==> config.mk <==
export PLATFORM = sky130hd
export DESIGN_NAME = mult_seq_ctrl_flat
export DESIGN_NICKNAME = d
export VERILOG_FILES = /design/src/rtl/mult_seq_ctrl_if.sv /design/src/rtl/mult_seq_ctrl.sv /design/src/flat_wrapper.sv
export SDC_FILE = /design/constraint.sdc
export NUM_CORES = 1
export LEC_CHECK = 0
export CAP_MARGIN = 20
export CELL_PAD_IN_SITES_DETAIL_PLACEMENT = 0
export CELL_PAD_IN_SITES_GLOBAL_PLACEMENT = 1
export CORE_UTILIZATION = 38
export CTS_CLUSTER_DIAMETER = 60
export DETAILED_ROUTE_END_ITERATION = 8
export PLACE_DENSITY = 0.75
export SYNTH_ARGS = -nofsm -noshare
export SYNTH_HDL_FRONTEND = slang
export SYNTH_SLANG_ARGS = --single-unit
==> constraint.sdc <==
create_clock -name clk -period 2 [get_ports clk]
set_clock_uncertainty 0.2 [all_clocks]
set_input_delay 0.5 -clock clk [delete_from_list [all_inputs] [get_ports clk]]
set_output_delay 0.5 -clock clk [all_outputs]
set_load 0.02 [all_outputs]
==> src/rtl/mult_seq_ctrl_if.sv <==
// Request/operand and product/status bundle for the shift-add multiplier controller.
// master = operand sources and product consumers, slave = the controller.
interface mult_seq_ctrl_if #(
  parameter int WIDTH = 4
);
  logic                 req0;
  logic [WIDTH-1:0]     x0;
  logic [WIDTH-1:0]     y0;
  logic                 req1;
  logic [WIDTH-1:0]     x1;
  logic [WIDTH-1:0]     y1;
  logic [1:0]           gnt;
  logic                 busy;
  logic                 done;
  logic                 done_id;
  logic [2*WIDTH-1:0]   p;

  modport master (
    output req0, x0, y0, req1, x1, y1,
    input  gnt, busy, done, done_id, p
  );

  modport slave (
    input  req0, x0, y0, req1, x1, y1,
    output gnt, busy, done, done_id, p
  );
endinterface

==> src/rtl/mult_seq_ctrl.sv <==
// Round-robin shared shift-add multiplier; product and done pulse 2*WIDTH+1 cycles after the grant.
// No backpressure: requests are only seen in IDLE, a grant always runs to completion.
module mult_seq_ctrl #(
  parameter int WIDTH = 4
) (
  input  logic           clk,
  input  logic           rst_n,
  mult_seq_ctrl_if.slave bus
);
  localparam int CW = $clog2(WIDTH) + 1;

  typedef enum logic [2:0] {
    S_IDLE,
    S_LOAD,
    S_ADD,
    S_SHIFT,
    S_DONE
  } state_t;

  state_t               state_q, state_d;
  logic [1:0]           gnt_q, gnt_d;
  logic                 busy_q, busy_d;
  logic                 done_q, done_d;
  logic                 done_id_q, done_id_d;
  logic [2*WIDTH-1:0]   p_q, p_d;
  logic [WIDTH:0]       a_q, a_d;
  logic [WIDTH-1:0]     q_q, q_d;
  logic [WIDTH-1:0]     b_q, b_d;
  logic [CW-1:0]        cnt_q, cnt_d;
  logic                 last_q, last_d;
  logic                 win;
  logic [2*WIDTH:0]     shift_aq;

  always_comb begin
    state_d   = state_q;
    gnt_d     = '0;
    done_d    = 1'b0;
    done_id_d = done_id_q;
    p_d       = p_q;
    a_d       = a_q;
    q_d       = q_q;
    b_d       = b_q;
    cnt_d     = cnt_q;
    last_d    = last_q;
    win       = 1'b0;
    shift_aq  = {a_q, q_q} >> 1;

    unique case (state_q)
      S_IDLE: begin
        if (bus.req0 | bus.req1) begin
          // On a tie the requester that was not served last goes next.
          win     = (bus.req0 & bus.req1) ? ~last_q : bus.req1;
          gnt_d   = win ? 2'b10 : 2'b01;
          last_d  = win;
          state_d = S_LOAD;
        end
      end
      S_LOAD: begin
        b_d     = last_q ? bus.x1 : bus.x0;
        q_d     = last_q ? bus.y1 : bus.y0;
        a_d     = '0;
        cnt_d   = '0;
        state_d = S_ADD;
      end
      S_ADD: begin
        if (q_q[0]) begin
          a_d = a_q + {1'b0, b_q};
        end
        state_d = S_SHIFT;
      end
      S_SHIFT: begin
        {a_d, q_d} = shift_aq;
        cnt_d      = cnt_q + CW'(1);
        if (cnt_q == CW'(WIDTH - 1)) begin
          // Product is captured on entry to DONE so it is valid alongside the pulse.
          p_d       = shift_aq[2*WIDTH-1:0];
          done_d    = 1'b1;
          done_id_d = last_q;
          state_d   = S_DONE;
        end else begin
          state_d = S_ADD;
        end
      end
      S_DONE: begin
        state_d = S_IDLE;
      end
      default: begin
        state_d = S_IDLE;
      end
    endcase

    busy_d = (state_d != S_IDLE);
  end

  always_ff @(posedge clk or negedge rst_n) begin
    if (!rst_n) begin
      state_q   <= S_IDLE;
      gnt_q     <= '0;
      busy_q    <= 1'b0;
      done_q    <= 1'b0;
      done_id_q <= 1'b0;
      p_q       <= '0;
      a_q       <= '0;
      q_q       <= '0;
      b_q       <= '0;
      cnt_q     <= '0;
      last_q    <= 1'b1;
    end else begin
      state_q   <= state_d;
      gnt_q     <= gnt_d;
      busy_q    <= busy_d;
      done_q    <= done_d;
      done_id_q <= done_id_d;
      p_q       <= p_d;
      a_q       <= a_d;
      q_q       <= q_d;
      b_q       <= b_d;
      cnt_q     <= cnt_d;
      last_q    <= last_d;
    end
  end

  assign bus.gnt     = gnt_q;
  assign bus.busy    = busy_q;
  assign bus.done    = done_q;
  assign bus.done_id = done_id_q;
  assign bus.p       = p_q;
endmodule

==> src/flat_wrapper.sv <==
// flat-port wrapper written by rule: the top's interface ports become plain ports
module mult_seq_ctrl_flat 
#(
  parameter int WIDTH = 4
)
  (clk, rst_n, bus_req0, bus_x0, bus_y0, bus_req1, bus_x1, bus_y1, bus_gnt, bus_busy, bus_done, bus_done_id, bus_p);
  mult_seq_ctrl_if #(.WIDTH(WIDTH)) bus_i ();
  input  logic clk;
  input  logic rst_n;
  input wire logic [$bits(bus_i.req0)-1:0] bus_req0;
  input wire logic [$bits(bus_i.x0)-1:0] bus_x0;
  input wire logic [$bits(bus_i.y0)-1:0] bus_y0;
  input wire logic [$bits(bus_i.req1)-1:0] bus_req1;
  input wire logic [$bits(bus_i.x1)-1:0] bus_x1;
  input wire logic [$bits(bus_i.y1)-1:0] bus_y1;
  output wire logic [$bits(bus_i.gnt)-1:0] bus_gnt;
  output wire logic [$bits(bus_i.busy)-1:0] bus_busy;
  output wire logic [$bits(bus_i.done)-1:0] bus_done;
  output wire logic [$bits(bus_i.done_id)-1:0] bus_done_id;
  output wire logic [$bits(bus_i.p)-1:0] bus_p;
  assign bus_i.req0 = bus_req0;
  assign bus_i.x0 = bus_x0;
  assign bus_i.y0 = bus_y0;
  assign bus_i.req1 = bus_req1;
  assign bus_i.x1 = bus_x1;
  assign bus_i.y1 = bus_y1;
  assign bus_gnt = bus_i.gnt;
  assign bus_busy = bus_i.busy;
  assign bus_done = bus_i.done;
  assign bus_done_id = bus_i.done_id;
  assign bus_p = bus_i.p;
  mult_seq_ctrl #(.WIDTH(WIDTH)) u_core (.clk(clk), .rst_n(rst_n), .bus(bus_i));
endmodule
# ---- Word-level counts from Yosys, hierarchy flattened
# Index checks and enable logic that the tools add are counted.
dict set report classes {
  bitwise_logic 3
  mux 15
  eq_ne 5
  n_reduce_logical 7
  addsub 2
}
# op n
set op_table {}
lappend op_table {{one-hot mux 5 bit (3 select lines)} 1}
lappend op_table {{one-hot mux 3 bit (4 select lines)} 1}
lappend op_table {{== test 3 x 2 -> 1 bit, second input constant} 3}
lappend op_table {{2-to-1 mux 4 bit} 2}
lappend op_table {{one-hot mux 4 bit (2 select lines)} 1}
lappend op_table {{2-to-1 mux 2 bit} 3}
lappend op_table {{2-to-1 mux 3 bit} 2}
lappend op_table {{one-hot mux 3 bit (2 select lines)} 1}
lappend op_table {{AND reduction 2 bit} 3}
lappend op_table {{nonzero test 3 bit} 2}
lappend op_table {{adder 5 x 4 -> 5 bit} 1}
lappend op_table {{2-to-1 mux 5 bit} 1}
lappend op_table {{adder 3 x 1 -> 3 bit, second input constant} 1}
lappend op_table {{== test 3 x 1 -> 1 bit, second input constant} 1}
lappend op_table {{logical NOT 3 bit} 1}
lappend op_table {{2-to-1 mux 1 bit} 3}
lappend op_table {{!= test 2 x 1 -> 1 bit, second input constant} 1}
lappend op_table {{nonzero test 2 bit} 1}
lappend op_table {{AND 1 bit} 1}
lappend op_table {{inverter 1 bit} 1}
lappend op_table {{OR 1 bit} 1}
dict set report word_totals {
  output_inout_bits 13
  inputBits 20
  register_bits 33
  wordCells 43
}

# ---- Longest topological paths before layout
# Gate-level depths: netlist of run 1.
dict set report logic_depth {
  word_depth 5
  depth_mapped 7
  depth_no_buf 7
}

# ---- Worst setup path before layout of run 1
# No wires, ideal clock.
dict set report synth_path {
  path_type {register -> register}
  start {register u_core.a_q[0]}
  end {register u_core.a_q[4]}
  period_less_slack_ps 1759
  t_arrival_ps 1480
  n_path_buf 0
  stages_incl_launch_ff 8
  path_slack_ps 241
  setup_time_ps 79
  required_time_ps 1721
  cell_sequence {dfrtp_1 > ha_1 > inv_1 > fa_1 > nor2b_1 > o21ai_0 > a21oi_1 > mux2i_1}
}
dict set report synth_between {
  elab_chain_cells 3
}
# element line_no
set synth_rtl {}
lappend synth_rtl {{start, declared} mult_seq_ctrl.sv:26} ;# logic [WIDTH:0] a_q, a_d;
lappend synth_rtl {{start signal, assigned} mult_seq_ctrl.sv:103} ;# a_q <= '0;
lappend synth_rtl {{start signal, assigned} mult_seq_ctrl.sv:115} ;# a_q <= a_d;
lappend synth_rtl {{adder 5 x 4 -> 5 bit} mult_seq_ctrl.sv:67} ;# a_d = a_q + {1'b0, b_q};
lappend synth_rtl {{2-to-1 mux 5 bit} mult_seq_ctrl.sv:66} ;# if (q_q[0]) begin
lappend synth_rtl {{one-hot mux 5 bit (3 select lines)} mult_seq_ctrl.sv:48} ;# unique case (state_q)
# Every way passes these cells. The select of a mux whose other input is x is not followed.
# A chain may end at the register's enable or synchronous reset.

# ---- Worst setup path after layout of run 1
dict set report layout_path {
  start {register u_core.p_q[1], in the netlist u_core.bus.p[1]}
  end {output port bus_p[1]}
}
# element line_no
set layout_lines {}
lappend layout_lines {{start, declared} mult_seq_ctrl.sv:25} ;# logic [2*WIDTH-1:0] p_q, p_d;
lappend layout_lines {{start signal, assigned} mult_seq_ctrl.sv:114} ;# p_q <= p_d;
lappend layout_lines {{end, declared} flat_wrapper.sv:20} ;# output wire logic [$bits(bus_i.p)-1:0] bus_p;
# No word-level cell between the ends.

==> flow_summary.ini, run 1 <==
[power_and_ir_drop]
power.leakage_nw = 0.9949
netSwitchingFraction_pct = 36.87
combPwrFrac_pct = 43.1
p_int_mw = 2.039
powerDensity_nw_per_um2 = 1534
p_total_mw = 3.230
ir_drop_uv = 675.2
clock_power_share_pct = 19.7
p_sw_mw = 1.191
p_seq_share_pct = 37.2

[timing]
clock.fmax_mhz = 516.7
finalSetupViolations = 0
fin_crit_ns = 1.935
layout_worst_path_cycle_share_pct = 96.77
tightest_slew_ns = 0.3613
hold_violations = 0
slew_violations = 0
slew_headroom_pct = 75.73
layout_setup_ws_ns = 0.06456

[final_layout]
drive_gt1_share_pct = 8.252
antenna_cells = 0
final_common_cell = nand2_1
post-route-util_pct = 52.64
design_area_um2 = 2106
final_cell_mix = nand2_1 (38), dfrtp_1 (32), clkdlybuf4s50_1 (31), a21oi_1 (15)
final_nets = 232
finalNonFillerCells = 256
area_delta_synth_final_pct = 32.52

[die]
die_x_um = 66.67
core-area_um2 = 4000
row_count = 23
start_util_pct = 39.72
num_io_pins = 33
die_h_um = 66.67
dieArea_um2 = 4444

[placement]
dp_worst_setup_slack_ns = 0.09974
hpwlAfterDp_um = 2276
dp.cells = 248
dpl_cell_area_um2 = 1984
numPortBuffers = 32
routabilityCongestion = 0.8181

[routing]
drt_iter0_drc = 34
firstDrtPassIters = 4
antenna_left = 0
drc = 0
vias_per_cell = 4.832
avgRoutedWirePerCell_um = 12.16
wirelength_um = 3114
routed-via-count = 1237

[grt]
overflow = 0
grt_max_degree = 34
grt.total_usage_pct = 16.58
antenna_found_initial = 0
first_global_vias = 1177
grt_pass1_wl_um = 5395

[clocking]
worst_skew_pair.late_latency_ns = 0.28
hold_buffers = 0
clock_sinks = 33
htreeDepth = 2
clockRootBuffer = clkbuf_8
cts_resized = 0
clock_path_buffers = 2
cts_buffers = 5
tritoncts = yes
cts_setup_buffers = 0
path_clk_slew_ns = 0.06

[setup_path]
crit_buf_inv = 1
cp.required_ns = 1.30
start_kind = flop
cp_slowest_stage_delay_ns = 0.60
slowest_stage = clkdlybuf4s50_1
endpoint_kind = output port
timing.rr.end = u_core.a_q[4]
arrival_ns = 1.24
cpLargestDelayFamily = buffers and inverters
crit_chain = clkdlybuf4s50_1
reg2reg_slack_ns = 0.11
ff2ff_path_depth = 7
cp_max_fo = 2
worstReg2RegStart = u_core.a_q[0]
crit_type = flop to output port

[outcome]
outcome = finished, final reports clean

[logic_synthesis]
yosys.area_share.simple_pct = 18.58
yosysTopAreaCellShare_pct = 50.39
ys_ff_latch = 33
synth_adder_area_share_pct = 5.984
netlist_area_um2 = 1589
netlist_top_cells_area = dfrtp_1 (50%), nand2_1 (9.0%), mux2i_1 (6.3%), a21oi_1 (4.7%), ha_1 (4.7%)
synth_top_family_by_area = simple AND/OR/NAND/NOR gates
avgSynthCellArea_um2 = 9.403
synth.distinct_cells = 30
synth_compound_area_share_pct = 12.13
yosysWarnings = 0
synth_nets = 196
synthesis.instances = 169
yosysSeqAreaShare_pct = 52.05
synthXorXnorAreaFrac_pct = 0
synth_top_area_cell = dfrtp_1
synth_mux_area_share_pct = 6.299

[hold_path]
holdCritPathClass = flop to flop
min_from = u_core.bus.p[3]
holdPathEnd = u_core.bus.p[3]
holdPathStages = 2

[flow_run]
cap_violations = 0
==> area by class of cell <==
type / count / area [um2]
Sequential cell: 33 / 827.0
Clock buffer: 7 / 86.33
Clock inverter: 1 / 30.03
Multi-Input combinational cell: 118 / 685.7
Timing Repair Buffer: 38 / 380.4
Tap cell: 50 / 62.56
Fill cell: 361 / 1894
Inverter: 9 / 33.78
==> power groups by stage <==
stage               registers (mW)  clock network (mW)  logic [mW]
floorplan                     1.20                   0       0.940
global placement              1.20                   0        1.36
detailed placement            1.22                   0        1.40
CTS                           1.21               0.660        1.40
global route                  1.25               0.687        1.58
finish                        1.20               0.637        1.39
==> metal layers <==
metal | track usage (%) | routed length, um
met2 | 25.51 | 1424
met1 | 21.09 | 1486
met5 | 0 | 0
met3 | 3.938 | 135
met4 | 9.574 | 67
==> cell families (layout without fill, tap and decap cells) <==
group | Yosys count | count (layout)
fa+ha+maj | 7 | 7
mux | 10 | 10
simple gates | 67 | 67
flops | 33 | 33
compound gates | 34 | 34
buf+inv | 18 | 55
==> sequential cells by signal (all words and copies together), names as in the netlist <==
register / cells
u_core.a_q: 5
u_core.b_q: 4
u_core.bus.done_id: 1
u_core.q_q: 4
u_core.bus.p: 8
u_core.bus.done: 1
u_core.cnt_q: 3
u_core.bus.busy: 1
u_core.state_q: 3
u_core.bus.gnt: 2
u_core.last_q: 1
==> worst max-delay path by stage <==
| stage | startpoint | end | cells after the start |
|---|---|---|---|
| finish | u_core.bus.p[1] | bus_p[1] | 1 |
| global route | u_core.a_q[0] | u_core.a_q[4] | 7 |
| CTS | u_core.bus.p[0] | bus_p[0] | 1 |
| detailed placement | u_core.a_q[0] | u_core.a_q[4] | 7 |
| global placement | u_core.a_q[0] | u_core.a_q[4] | 7 |
| floorplan | u_core.a_q[0] | u_core.a_q[4] | 7 |
==> metrics by stage <==
stage | TNS (ns) | hold WS [ns]
after global routing | -0.002374 | 0.3141
after floorplan | 0 | 0.004409
final | 0 | 0.2757
after global placement | 0 | 0.2590
after detailed placement | 0 | 0.2639
after CTS | 0 | 0.2800
==> cell usage after synthesis <==
cell type,instances
a2bb2oi_1,1
or2_1,1
or2_2,1
clkinv_1,1
nand3_1,1
buf_4,2
nor2b_1,2
buf_2,3
mux2i_1,10
ha_1,6
a21boi_0,1
nor2_2,1
o21bai_1,1
nor3_1,4
clkbuf_1,4
dfrtp_1,32
nand2b_1,5
and3_1,1
a31o_1,1
o31ai_1,3
o21ai_0,10
and3b_1,1
a21oi_1,15
dfstp_2,1
fa_1,1
nor4_1,2
a31oi_1,2
nor2_1,10
nand2_1,38
inv_1,8
Power figures use the tool's default switching activity.
==> run 2, diff against run 1 <==
--- a/config.mk
+++ b/config.mk
@@ -8,10 +8,11 @@
 export CAP_MARGIN = 20
 export CELL_PAD_IN_SITES_DETAIL_PLACEMENT = 0
 export CELL_PAD_IN_SITES_GLOBAL_PLACEMENT = 1
-export CORE_UTILIZATION = 38
+export CORE_UTILIZATION = 41
 export CTS_CLUSTER_DIAMETER = 60
 export DETAILED_ROUTE_END_ITERATION = 8
-export PLACE_DENSITY = 0.75
+export PLACE_DENSITY = 0.81
+export SKIP_LAST_GASP = 1
 export SYNTH_ARGS = -nofsm -noshare
 export SYNTH_HDL_FRONTEND = slang
 export SYNTH_SLANG_ARGS = --single-unit
==> constraint.sdc (replaced) <==
create_clock -name clk -period 2.5 [get_ports clk]
set_clock_uncertainty 0.2 [all_clocks]
set_input_delay 0.625 -clock clk [delete_from_list [all_inputs] [get_ports clk]]
set_output_delay 0.625 -clock clk [all_outputs]
set_load 0.02 [all_outputs]
==> flow_summary.ini, run 2 (synthesis results as in run 1) <==
[setup_path]
start_kind = flop
reg2reg_slack_ns = 0.57
crit_chain = clkdlybuf4s50_1
cpLargestDelayFamily = buffers and inverters
arrival_ns = 1.22
endpoint_kind = output port
crit_type = flop to output port
timing.rr.end = u_core.a_q[4]
slowest_stage = clkdlybuf4s50_1
ff2ff_path_depth = 7
cp.required_ns = 1.67
cp_max_fo = 2
worstReg2RegStart = u_core.a_q[0]
cp_slowest_stage_delay_ns = 0.60
crit_buf_inv = 1

[timing]
clock.fmax_mhz = 488.3
layout_worst_path_cycle_share_pct = 81.92
tns_ns = 0
slew_violations = 0
hold_violations = 0
tightest_slew_ns = 0.4802
finalSetupViolations = 0
rsz0062_at_grt = no
fin_crit_ns = 2.048
slew_headroom_pct = 67.99
layout_setup_ws_ns = 0.4521

[clocking]
path_clk_slew_ns = 0.06
tritoncts = yes
htreeDepth = 2
cts_resized = 0
cts_setup_buffers = 0
cts_buffers = 5
clock_path_buffers = 2
clockRootBuffer = clkbuf_8
worst_skew_pair.late_latency_ns = 0.28
hold_buffers = 0
clock_sinks = 33

[power_and_ir_drop]
ir_drop_uv = 642.0
power.leakage_nw = 0.9552
powerDensity_nw_per_um2 = 1211

[grt]
grt.total_usage_pct = 17.64
grt_pass1_wl_um = 5471
antenna_found_initial = 0
grt_max_degree = 34
first_global_vias = 1215
overflow = 0

[final_layout]
n_fill_cell = 361
final_cell_mix = nand2_1 (38), clkdlybuf4s50_1 (32), dfrtp_1 (32), a21oi_1 (15)
post-route-util_pct = 55.53
largest_reg_flops = 8
final_common_cell = nand2_1
seqCellArea_um2 = 827.0
drive_gt1_share_pct = 6.897
area_delta_synth_final_pct = 28.90
multiInputGateArea_um2 = 683.2
final_nets = 229
design_area_um2 = 2048
antenna_cells = 0

[flow_run]
cap_violations = 0

[hold_path]
holdPathEnd = u_core.bus.p[2]
holdCritPathClass = flop to flop
holdPathStages = 2
min_from = u_core.bus.p[2]

[routing]
vias_per_cell = 4.980
wirelength_um = 3081
routed-via-count = 1250
drc = 0
antenna_left = 0
firstDrtPassIters = 4
drt_iter0_drc = 77
avgRoutedWirePerCell_um = 12.27

[placement]
hpwlAfterDp_um = 2316
dpl_cell_area_um2 = 1947
numPortBuffers = 32
routabilityCongestion = 0.8418
dp_worst_setup_slack_ns = 0.6103

[die]
start_util_pct = 43.08
dieArea_um2 = 4129
core-area_um2 = 3689
die_x_um = 64.26
row_count = 22
num_io_pins = 33
die_h_um = 64.26

[outcome]
outcome = finished, final reports clean
run 2: changes by cell type in the layout (fill, tap and decap cells not counted), sizes merged:
| cell | before | now |
|---|---|---|
| buf | 6 | 3 |
| clkinv | 1 | 2 |
| bufinv | 1 | 0 |
| dlymetal6s2s | 1 | 0 |
| clkdlybuf4s50 | 31 | 32 |
run 2: worst max-delay path by stage:
stage,start,end,slack [ns],cells after the start
final,u_core.bus.p[6],bus_p[6],0.45,1
after global placement,u_core.cnt_q[0],u_core.bus.p[3],0.65,7
after detailed placement,u_core.a_q[0],u_core.a_q[4],0.61,7
after global routing,u_core.bus.p[0],bus_p[0],0.40,1
after CTS,u_core.bus.p[0],bus_p[0],0.43,1
after floorplan,u_core.a_q[0],u_core.a_q[4],0.74,7
run 2: per-stage QoR:
step / std cells / power (mW) / hold WS [ns]
floorplan: 169 / 1.715 / 0.1294
global placement: 243 / 2.015 / 0.2584
detailed placement: 243 / 2.068 / 0.2637
CTS: 251 / 2.511 / 0.2788
global route: 251 / 2.719 / 0.3053
finish: 251 / 2.481 / 0.2726
run 2: where the power goes:
group	switching, mW	internal [mW]	total, mW
combinational	0.539	0.523	1.06
clock	0.188	0.249	0.437
sequential	0.226	0.756	0.982
run 2: per-layer routing:
metal	up-vias	track usage, %	part of all wire, %
li1	635	-	-
met3	8	5.000	3.7
met1	573	22.21	47
met4	0	7.222	1.9
met5	-	0	0
met2	34	28.29	48
run 2: area by class of cell:
class,instances,share of cell area [%]
Inverter,9,1.649
Tap cell,48,2.932
Multi-Input combinational cell,118,33.35
Timing Repair Buffer,35,16.74
Clock buffer,7,4.704
Sequential cell,33,40.38
Clock inverter,1,0.2443
